==> config.mk <==
export PLATFORM = sky130hd
export DESIGN_NAME = pe_inject_reg
export DESIGN_NICKNAME = d
export VERILOG_FILES = /design/src/rtl/pe_inject_reg_pkg.sv /design/src/rtl/pe_inject_reg_inj_fifo.sv /design/src/rtl/pe_inject_reg.sv
export SDC_FILE = /design/constraint.sdc
export NUM_CORES = 1
export LEC_CHECK = 0
export CORE_MARGIN = 1.5
export CORE_UTILIZATION = 58
export CTS_CLUSTER_SIZE = 40
export DETAILED_ROUTE_END_ITERATION = 8
export GPL_TIMING_DRIVEN = 0
export PLACE_DENSITY = 0.84
export SLEW_MARGIN = 0
export SYNTH_ARGS = -nofsm -noshare
export SYNTH_HDL_FRONTEND = slang
export SYNTH_SLANG_ARGS = --single-unit
==> constraint.sdc <==
create_clock -name clk -period 4.7 [get_ports clk]
set_input_delay 0.94 -clock clk [delete_from_list [all_inputs] [get_ports clk]]
set_output_delay 0.94 -clock clk [all_outputs]
set_load 0.005 [all_outputs]
==> src/rtl/pe_inject_reg_pkg.sv <==
// Shared definitions for the PE injection regulator: address widths, packet field
// accessors common with the PE and switch, default sizing and the token update encoding.
`ifndef PE_INJECT_REG_PKG_SV
`define PE_INJECT_REG_PKG_SV

// Packet = {addr, data}, addr = {x, y} in the top bits.
`define PKT_ADDR(p, PW, AW)        p[(PW)-1 -: (AW)]
`define PKT_ADDRX(p, PW, XW)       p[(PW)-1 -: (XW)]
`define PKT_ADDRY(p, PW, XW, YW)   p[(PW)-(XW)-1 -: (YW)]
`define PKT_DATA(p, PW, AW)        p[(PW)-(AW)-1:0]

package pe_inject_reg_pkg;

    localparam int X_AW_DEF   = 2;
    localparam int Y_AW_DEF   = 2;
    localparam int A_W_DEF    = X_AW_DEF + Y_AW_DEF;
    localparam int P_W_DEF    = 16;
    localparam int DEPTH_DEF  = 4;
    localparam int PERIOD_DEF = 4;
    localparam int BURST_DEF  = 2;

    // {refill, consume} as seen by the token bucket in one cycle
    typedef enum logic [1:0] {
        TK_HOLD    = 2'b00,
        TK_CONSUME = 2'b01,
        TK_REFILL  = 2'b10,
        TK_BOTH    = 2'b11
    } tok_op_e;

    function automatic int addr_width(input int x_aw, input int y_aw);
        return x_aw + y_aw;
    endfunction

endpackage

`endif

==> src/rtl/pe_inject_reg_inj_fifo.sv <==
// Synchronous FIFO with extra-MSB pointers for full/empty; head word is read
// combinationally from the memory at the read pointer.
import pe_inject_reg_pkg::*;

module inj_fifo #(
    parameter int P_W   = P_W_DEF,
    parameter int DEPTH = DEPTH_DEF
) (
    input  logic                       i_clk,
    input  logic                       i_rst,
    input  logic                       i_push,
    input  logic [P_W-1:0]             i_data,
    input  logic                       i_pop,
    output logic [P_W-1:0]             o_data,
    output logic                       o_full,
    output logic                       o_empty,
    output logic [$clog2(DEPTH):0]     o_count
);

    localparam int AW    = $clog2(DEPTH);
    localparam int PTR_W = AW + 1;

    logic [P_W-1:0]   r_mem [DEPTH];
    logic [PTR_W-1:0] r_wr_ptr;
    logic [PTR_W-1:0] r_rd_ptr;
    logic             w_push;
    logic             w_pop;

    assign o_full  = (r_wr_ptr[AW] != r_rd_ptr[AW]) && (r_wr_ptr[AW-1:0] == r_rd_ptr[AW-1:0]);
    assign o_empty = (r_wr_ptr == r_rd_ptr);
    assign o_count = r_wr_ptr - r_rd_ptr;
    assign o_data  = r_mem[r_rd_ptr[AW-1:0]];

    // A full FIFO refuses the push even when a pop happens in the same cycle.
    assign w_push = i_push & ~o_full;
    assign w_pop  = i_pop & ~o_empty;

    // Storage write; contents are don't-care after reset.
    always_ff @(posedge i_clk) begin
        if (w_push) begin
            r_mem[r_wr_ptr[AW-1:0]] <= i_data;
        end
    end

    // Pointer update.
    always_ff @(posedge i_clk) begin
        if (i_rst) begin
            r_wr_ptr <= {PTR_W{1'b0}};
            r_rd_ptr <= {PTR_W{1'b0}};
        end else begin
            if (w_push) begin
                r_wr_ptr <= r_wr_ptr + {{(PTR_W-1){1'b0}}, 1'b1};
            end
            if (w_pop) begin
                r_rd_ptr <= r_rd_ptr + {{(PTR_W-1){1'b0}}, 1'b1};
            end
        end
    end

endmodule

==> src/rtl/pe_inject_reg.sv <==
// Injection regulator: buffers PE packets and releases them to the HopliteRT
// switch PE port under a token-bucket rate limit (BURST tokens, one per PERIOD cycles).
import pe_inject_reg_pkg::*;

module pe_inject_reg #(
    parameter int P_W    = P_W_DEF,
    parameter int X_AW   = X_AW_DEF,
    parameter int Y_AW   = Y_AW_DEF,
    parameter int DEPTH  = DEPTH_DEF,
    parameter int PERIOD = PERIOD_DEF,
    parameter int BURST  = BURST_DEF
) (
    input  logic                         clk,
    input  logic                         rst,
    input  logic [P_W-1:0]               pe_pkt,
    input  logic                         pe_vld,
    output logic                         pe_rdy,
    output logic [P_W-1:0]               sw_pkt,
    output logic                         sw_vld,
    input  logic                         sw_ack,
    output logic [$clog2(BURST+1)-1:0]   tokens,
    output logic [15:0]                  inj_cnt
);

    localparam int A_W   = addr_width(X_AW, Y_AW);
    localparam int TK_W  = $clog2(BURST + 1);
    localparam int RC_W  = (PERIOD > 1) ? $clog2(PERIOD) : 1;
    localparam int CNT_W = $clog2(DEPTH) + 1;
    localparam logic [TK_W-1:0] TK_MAX  = TK_W'(BURST);
    localparam logic [RC_W-1:0] RC_LAST = RC_W'(PERIOD - 1);

    logic [P_W-1:0]   w_head;
    logic [P_W-1:0]   w_head_fields;
    logic             w_full;
    logic             w_empty;
    logic [CNT_W-1:0] w_count;
    logic             w_push;
    logic             w_pop;
    logic             w_refill;
    tok_op_e          w_tk_op;
    logic [TK_W-1:0]  w_tokens_nxt;
    logic [TK_W-1:0]  r_tokens;
    logic [RC_W-1:0]  r_rc;
    logic [15:0]      r_inj_cnt;

    inj_fifo #(
        .P_W   (P_W),
        .DEPTH (DEPTH)
    ) u_fifo (
        .i_clk   (clk),
        .i_rst   (rst),
        .i_push  (w_push),
        .i_data  (pe_pkt),
        .i_pop   (w_pop),
        .o_data  (w_head),
        .o_full  (w_full),
        .o_empty (w_empty),
        .o_count (w_count)
    );

    // Both handshake outputs depend on registered state only, never on sw_ack.
    assign pe_rdy   = ~w_full;
    assign sw_vld   = (w_count != {CNT_W{1'b0}}) & (r_tokens != {TK_W{1'b0}});
    assign w_push   = pe_vld & pe_rdy;
    assign w_pop    = sw_vld & sw_ack;
    assign w_refill = (r_rc == RC_LAST);
    assign w_tk_op  = tok_op_e'({w_refill, w_pop});
    assign tokens   = r_tokens;
    assign inj_cnt  = r_inj_cnt;

    // Forward the head through the shared field layout so the packet format lives in one place.
    assign w_head_fields = {`PKT_ADDRX(w_head, P_W, X_AW),
                            `PKT_ADDRY(w_head, P_W, X_AW, Y_AW),
                            `PKT_DATA(w_head, P_W, A_W)};

    // Head output, masked while the FIFO holds nothing.
    always_comb begin
        sw_pkt = {P_W{1'b0}};
        if (w_empty) begin
            sw_pkt = {P_W{1'b0}};
        end else begin
            sw_pkt = w_head_fields;
        end
    end

    // Token bucket next value; refill and consume together cancel, even at BURST.
    always_comb begin
        w_tokens_nxt = r_tokens;
        case (w_tk_op)
            TK_HOLD:    w_tokens_nxt = r_tokens;
            TK_CONSUME: w_tokens_nxt = r_tokens - {{(TK_W-1){1'b0}}, 1'b1};
            TK_REFILL: begin
                if (r_tokens == TK_MAX) begin
                    w_tokens_nxt = TK_MAX;
                end else begin
                    w_tokens_nxt = r_tokens + {{(TK_W-1){1'b0}}, 1'b1};
                end
            end
            TK_BOTH:    w_tokens_nxt = r_tokens;
            default:    w_tokens_nxt = r_tokens;
        endcase
    end

    // Free-running refill phase counter and token register.
    always_ff @(posedge clk) begin
        if (rst) begin
            r_rc     <= {RC_W{1'b0}};
            r_tokens <= TK_MAX;
        end else begin
            r_tokens <= w_tokens_nxt;
            if (w_refill) begin
                r_rc <= {RC_W{1'b0}};
            end else begin
                r_rc <= r_rc + {{(RC_W-1){1'b0}}, 1'b1};
            end
        end
    end

    // Injected-packet counter, wraps modulo 2^16.
    always_ff @(posedge clk) begin
        if (rst) begin
            r_inj_cnt <= 16'h0000;
        end else if (w_pop) begin
            r_inj_cnt <= r_inj_cnt + 16'h0001;
        end
    end

endmodule

Yosys cells after proc, flatten, opt, wreduce, memory -nomap -nowiden
Memory sizes are Yosys's and may differ from the RTL's. A register that Yosys moved wholly into a read port is not among the register bits.
Cells that the tools add are included.
{"block": "totals", "wordCells": 41, "output_inout_bits": 36, "inputBits": 20, "mem_bits_ro": 0, "latch_bits": 0, "n_memories": 1, "ram_bits": 64, "ff_bits": 26}
{"name": "u_fifo.r_mem", "depth": 4, "width": 16, "rd": 1, "rd_clocked_by_memory_dff": 1, "wr": 1, "line": "pe_inject_reg_inj_fifo.sv:23", "source": "logic [P_W-1:0] r_mem [DEPTH];"}
{"block": "op_classes", "n_addsub": 7, "n_eq_ne": 8, "order_cmp": 0, "reduce_logical": 6, "n_mul": 0, "n_bitwise": 7, "shift": 0, "mux": 7, "div_mod_pow": 0}
{"cell": "$add A16 B1 Y16 const B", "count": 1}
{"cell": "$mux W16", "count": 1}
{"cell": "$eq A2 B2 Y1 const B", "count": 4}
{"cell": "$add A3 B1 Y3 const B", "count": 2}
{"cell": "$mux W2", "count": 3}
{"cell": "$and A1 B1 Y1", "count": 5}
{"cell": "$add A2 B1 Y2 const B", "count": 2}
{"cell": "$pmux W2 S2", "count": 1}
{"cell": "$reduce_or A2 Y1", "count": 2}
{"cell": "$eq A3 B3 Y1", "count": 1}
{"cell": "$reduce_bool A3 Y1", "count": 1}
{"cell": "$sub A3 B3 Y3", "count": 1}
{"cell": "$eq A2 B1 Y1 const B", "count": 1}
{"cell": "$eq A2 B2 Y1", "count": 1}
{"cell": "$logic_not A2 Y1", "count": 1}
{"cell": "$mux W1", "count": 2}
{"cell": "$not A1 Y1", "count": 2}
{"cell": "$reduce_bool A2 Y1", "count": 1}
{"cell": "$sub A2 B1 Y2 const B", "count": 1}
{"cell": "$logic_and A1 B1 Y1", "count": 1}
{"cell": "$ne A1 B1 Y1", "count": 1}

Depth between registers and ports, before layout
{"block": "depth", "ltp_word": 7, "depth_mapped": 7, "mapped_depth_nobuf": 7}

Modules after synthesis
A second synthesis with hierarchy kept.
{"block": "unflattened", "cells_unflattened": 276, "area_unflattened_um2": 3942.5}
{"module": "inj_fifo", "n_inst": 1, "seq_area_each_um2": 2082.0, "area_per_inst_um2": 2896.5, "cells_per_inst": 151}
{"module": "pe_inject_reg", "n_inst": 1, "seq_area_each_um2": 400.4, "area_per_inst_um2": 1046.0, "cells_per_inst": 125}

Worst setup path after synthesis
OpenSTA, ideal clock, no wires.
{"block": "synth_timing", "path_type": "register to output", "start": "register (tool-made name)", "end": "output sw_pkt[10]", "path_slack_ns": 2.095, "arrival_ns": 1.665, "required_time_ns": 3.760, "n_path_buf": 2, "path_stages_with_launch": 5, "cell_sequence": "dfxtp_1 > clkbuf_1 > buf_2 > mux4_2 > nor2b_1"}
{"element": "end, declared", "line": "pe_inject_reg.sv:18", "source": "output logic [P_W-1:0] sw_pkt,"}

Worst setup path after layout
{"block": "layout_timing", "start": "register u_fifo.r_wr_ptr[0]", "end": "output sw_pkt[9]"}
{"block": "layout_between", "elab_chain_len": 2}
{"element": "start, declared", "line": "pe_inject_reg_inj_fifo.sv:24", "source": "logic [PTR_W-1:0] r_wr_ptr;"}
{"element": "start signal, assigned", "line": "pe_inject_reg_inj_fifo.sv:48", "source": "r_wr_ptr <= {PTR_W{1'b0}};"}
{"element": "start signal, assigned", "line": "pe_inject_reg_inj_fifo.sv:52", "source": "r_wr_ptr <= r_wr_ptr + {{(PTR_W-1){1'b0}}, 1'b1};"}
{"element": "$eq A3 B3 Y1", "line": "pe_inject_reg_inj_fifo.sv:30", "source": "assign o_empty = (r_wr_ptr == r_rd_ptr);"}
{"element": "$mux W16", "line": "pe_inject_reg.sv:79", "source": "if (w_empty) begin"}
Every way passes these cells.

==> results_dict.tcl <==
set metrics [dict create \
    worstPathRequired_ns 3.76 \
    grt_pass1_wl_microns 11770 \
    wire_per_inst_microns 17.68 \
    arrival_ns 2.93 \
    grt_overflow_total 0 \
    async_flop_share 0 \
    synth-main-ff-cell "edfxtp_1" \
    htree_levels 3 \
    finalHoldWorstSlack_ns 0.4347 \
    max_stage_delay_ns 0.58 \
    cts_root_buf "clkbuf_8" \
    tns_ns 0 \
    die_w_microns 85.40 \
    grt_pass1_vias 2379 \
    final_common_cell "edfxtp_1" \
    cp-start-kind "flop" \
    synth_top_area_cell "edfxtp_1" \
    run_status "finished, violations left" \
    ys_seq_area_frac 0.6304 \
    drc_errors 5 \
    leakage_nw 1.569 \
    first_pass_iters 6 \
    clkTransAtPathRegs_ns 0.08 \
    die-area_sq_um 7292 \
    cts_hold_buf 0 \
    violations "design-rule violations" \
    placed_area_sq_um 4574 \
    portBuffers 54 \
    clockBufferDepth 2 \
    core_area_sq_um 6459 \
    syn_nets 293 \
    finClkSkew_ns 0.01156 \
    fmax_mhz 258.6 \
    drtIter0Drc 131 \
    ys_warn_count 0 \
    vias 2368 \
    cts_resized 0 \
    synth_top_cell_area_share 0.4881 \
    period_needed_ns 3.867 \
    die_h_microns 85.40 \
    cp-end-kind "primary output" \
    slowest_stage "nor2_1" \
    grt_setup_unrepaired "false" \
    finalSetupViolCount 0 \
    clock_latency_ns 0.35 \
    cts_tree "done" \
    track_usage 0.2134 \
    finalCritPeriodShare 0.8228 \
    r2r_cells 5 \
    min_to "r_rc[0]" \
    hold-path-cell-count 1 \
    slew-limit-headroom 0.4112 \
    slew_violations 0 \
    rrSetupSlack_ns 2.11 \
    layout_common_cells "edfxtp_1, clkdlybuf4s50_1, dfxtp_1, nor2_1, nor2b_1" \
    worst_pin_slew_ns 0.8832 \
    cp_max_fo 10 \
    worstSetupPathType "flop to primary output" \
    synth-seq-cells 92 \
    diodes 0 \
    post-route-util 0.7383 \
    cellPowerDensity_nw_per_um2 375.6 \
    r2r-start "u_fifo.r_wr_ptr[0]" \
    cp_top_family "buffers and inverters" \
    nets 358 \
    hold_class "flop to flop" \
    cap_violations 0 \
    initial_core_util 0.6096 \
    cts_buffers 9 \
    via_per_inst 5.776 \
    ir_worst_vdd_mv 0.2367 \
    worstReg2RegEnd "u_fifo.r_mem[0][14]" \
    antenna_found_initial 0 \
    dp_hpwl_microns 4865 \
    finalHoldViolCount 0 \
    worstHoldStart "r_rc[0]" \
    grt_max_degree 18 \
    syn2layout_area_growth_pct 21.10 \
    syn_area_sq_um 3938 \
    wl_microns 7248 \
    ios 56 \
    syn_inst 263 \
    yosysUniqueCellTypes 44 \
    cts.sinks 92 \
    synth_edf_count 64 \
    finalPower_w 0.001791 \
    final_antenna_net_count 0 \
    crit_chain "inv_1 -> ha_1 -> nand2_1 -> nor2_1 -> clkbuf_1 -> nor2b_1 -> clkdlybuf4s50_1" \
    syn_avg_cell_area_sq_um 14.97 \
    design_area_sq_um 4768 \
    drive_gt1_frac 0.1231 \
    cts_setup_buffers 0 \
    gp_congestion 0.8016 \
    synth_area_leaders "edfxtp_1, dfxtp_1, mux4_2" \
    row_count 29 \
    crit_buf_inv 3 \
]
==> cell type report <==
type                    instances  area (sq um)
fillers                       408          1690
clock inverters                 4         48.80
plain buffers                   9         35.03
well taps                      77         96.34
flip-flops and latches         92          2482
clock buffers                  12         145.1
inverters                      10         37.54
multi-input cells             152          1383
repair buffers                 54         540.5
==> through the flow <==
step,setup slack (ns),std cells
after floorplan,2.095,263
after global placement,1.258,394
after detailed placement,1.191,394
after CTS,0.7831,410
after global routing,0.5706,410
final,0.8331,410
==> flip-flops by register name, summed over array words and instances, names as in the netlist, named ones only <==
name,cells
tokens,2
u_fifo.r_rd_ptr,3
u_fifo.r_wr_ptr,3
inj_cnt,16
r_rc,2
u_fifo.r_mem,64
==> worst max path at each step <==
stage,slack (ns),cells after the start,from,to
floorplan,2.10,4,flop,sw_pkt[10]
global placement,1.26,7,u_fifo.r_wr_ptr[0],sw_pkt[7]
detailed placement,1.19,7,u_fifo.r_wr_ptr[0],sw_pkt[9]
CTS,0.78,7,u_fifo.r_wr_ptr[0],sw_pkt[7]
global route,0.57,7,u_fifo.r_wr_ptr[0],sw_pkt[9]
finish,0.83,7,u_fifo.r_wr_ptr[0],sw_pkt[9]
==> cells by family after synthesis <==
family	Yosys count	share of synthesized area
buffers and inverters	19	0.01843
DFF	92	0.6304
xor gates and xnor gates	16	0.04512
adders and majority gates	10	0.03178
AOI/OAI and AO/OA	29	0.06927
and+or+nand+nor	78	0.1055
muxes	19	0.09946
==> synth_stat cells (2+ instances only) <==
cell type and n:
nand3_1 5, xnor2_1 10, nand2_1 10, inv_1 10, dfxtp_1 28, xor2_1 4, nand4_1 2, o21ai_0 2
nor2b_1 18, o211ai_1 2, clkbuf_1 6, a2111oi_2 2, and2_1 6, edfxtp_1 64, mux4_2 16, a211oi_1 2
mux2i_1 2, a21oi_1 7, and2b_1 2, or4_1 4, buf_1 2, o31ai_1 3, ha_1 10, a2111oi_4 3
nor2_1 23, a31oi_1 2
==> per-layer routing <==
metal	routed length [microns]	GRT usage	vias to the layer above
li1	-	-	1115
met2	3709	0.3629	82
met1	3134	0.2817	1160
met3	298	0.04086	11
met5	0	0	-
met4	106	0.06452	0
==> power by group <==
| group | switching [W] | total [W] | internal, W |
|---|---|---|---|
| sequential | 0.0000207 | 0.000931 | 0.000911 |
| combinational | 0.000168 | 0.000343 | 0.000175 |
| clock | 0.000256 | 0.000517 | 0.000260 |
(Power assumes the default switching activity.)
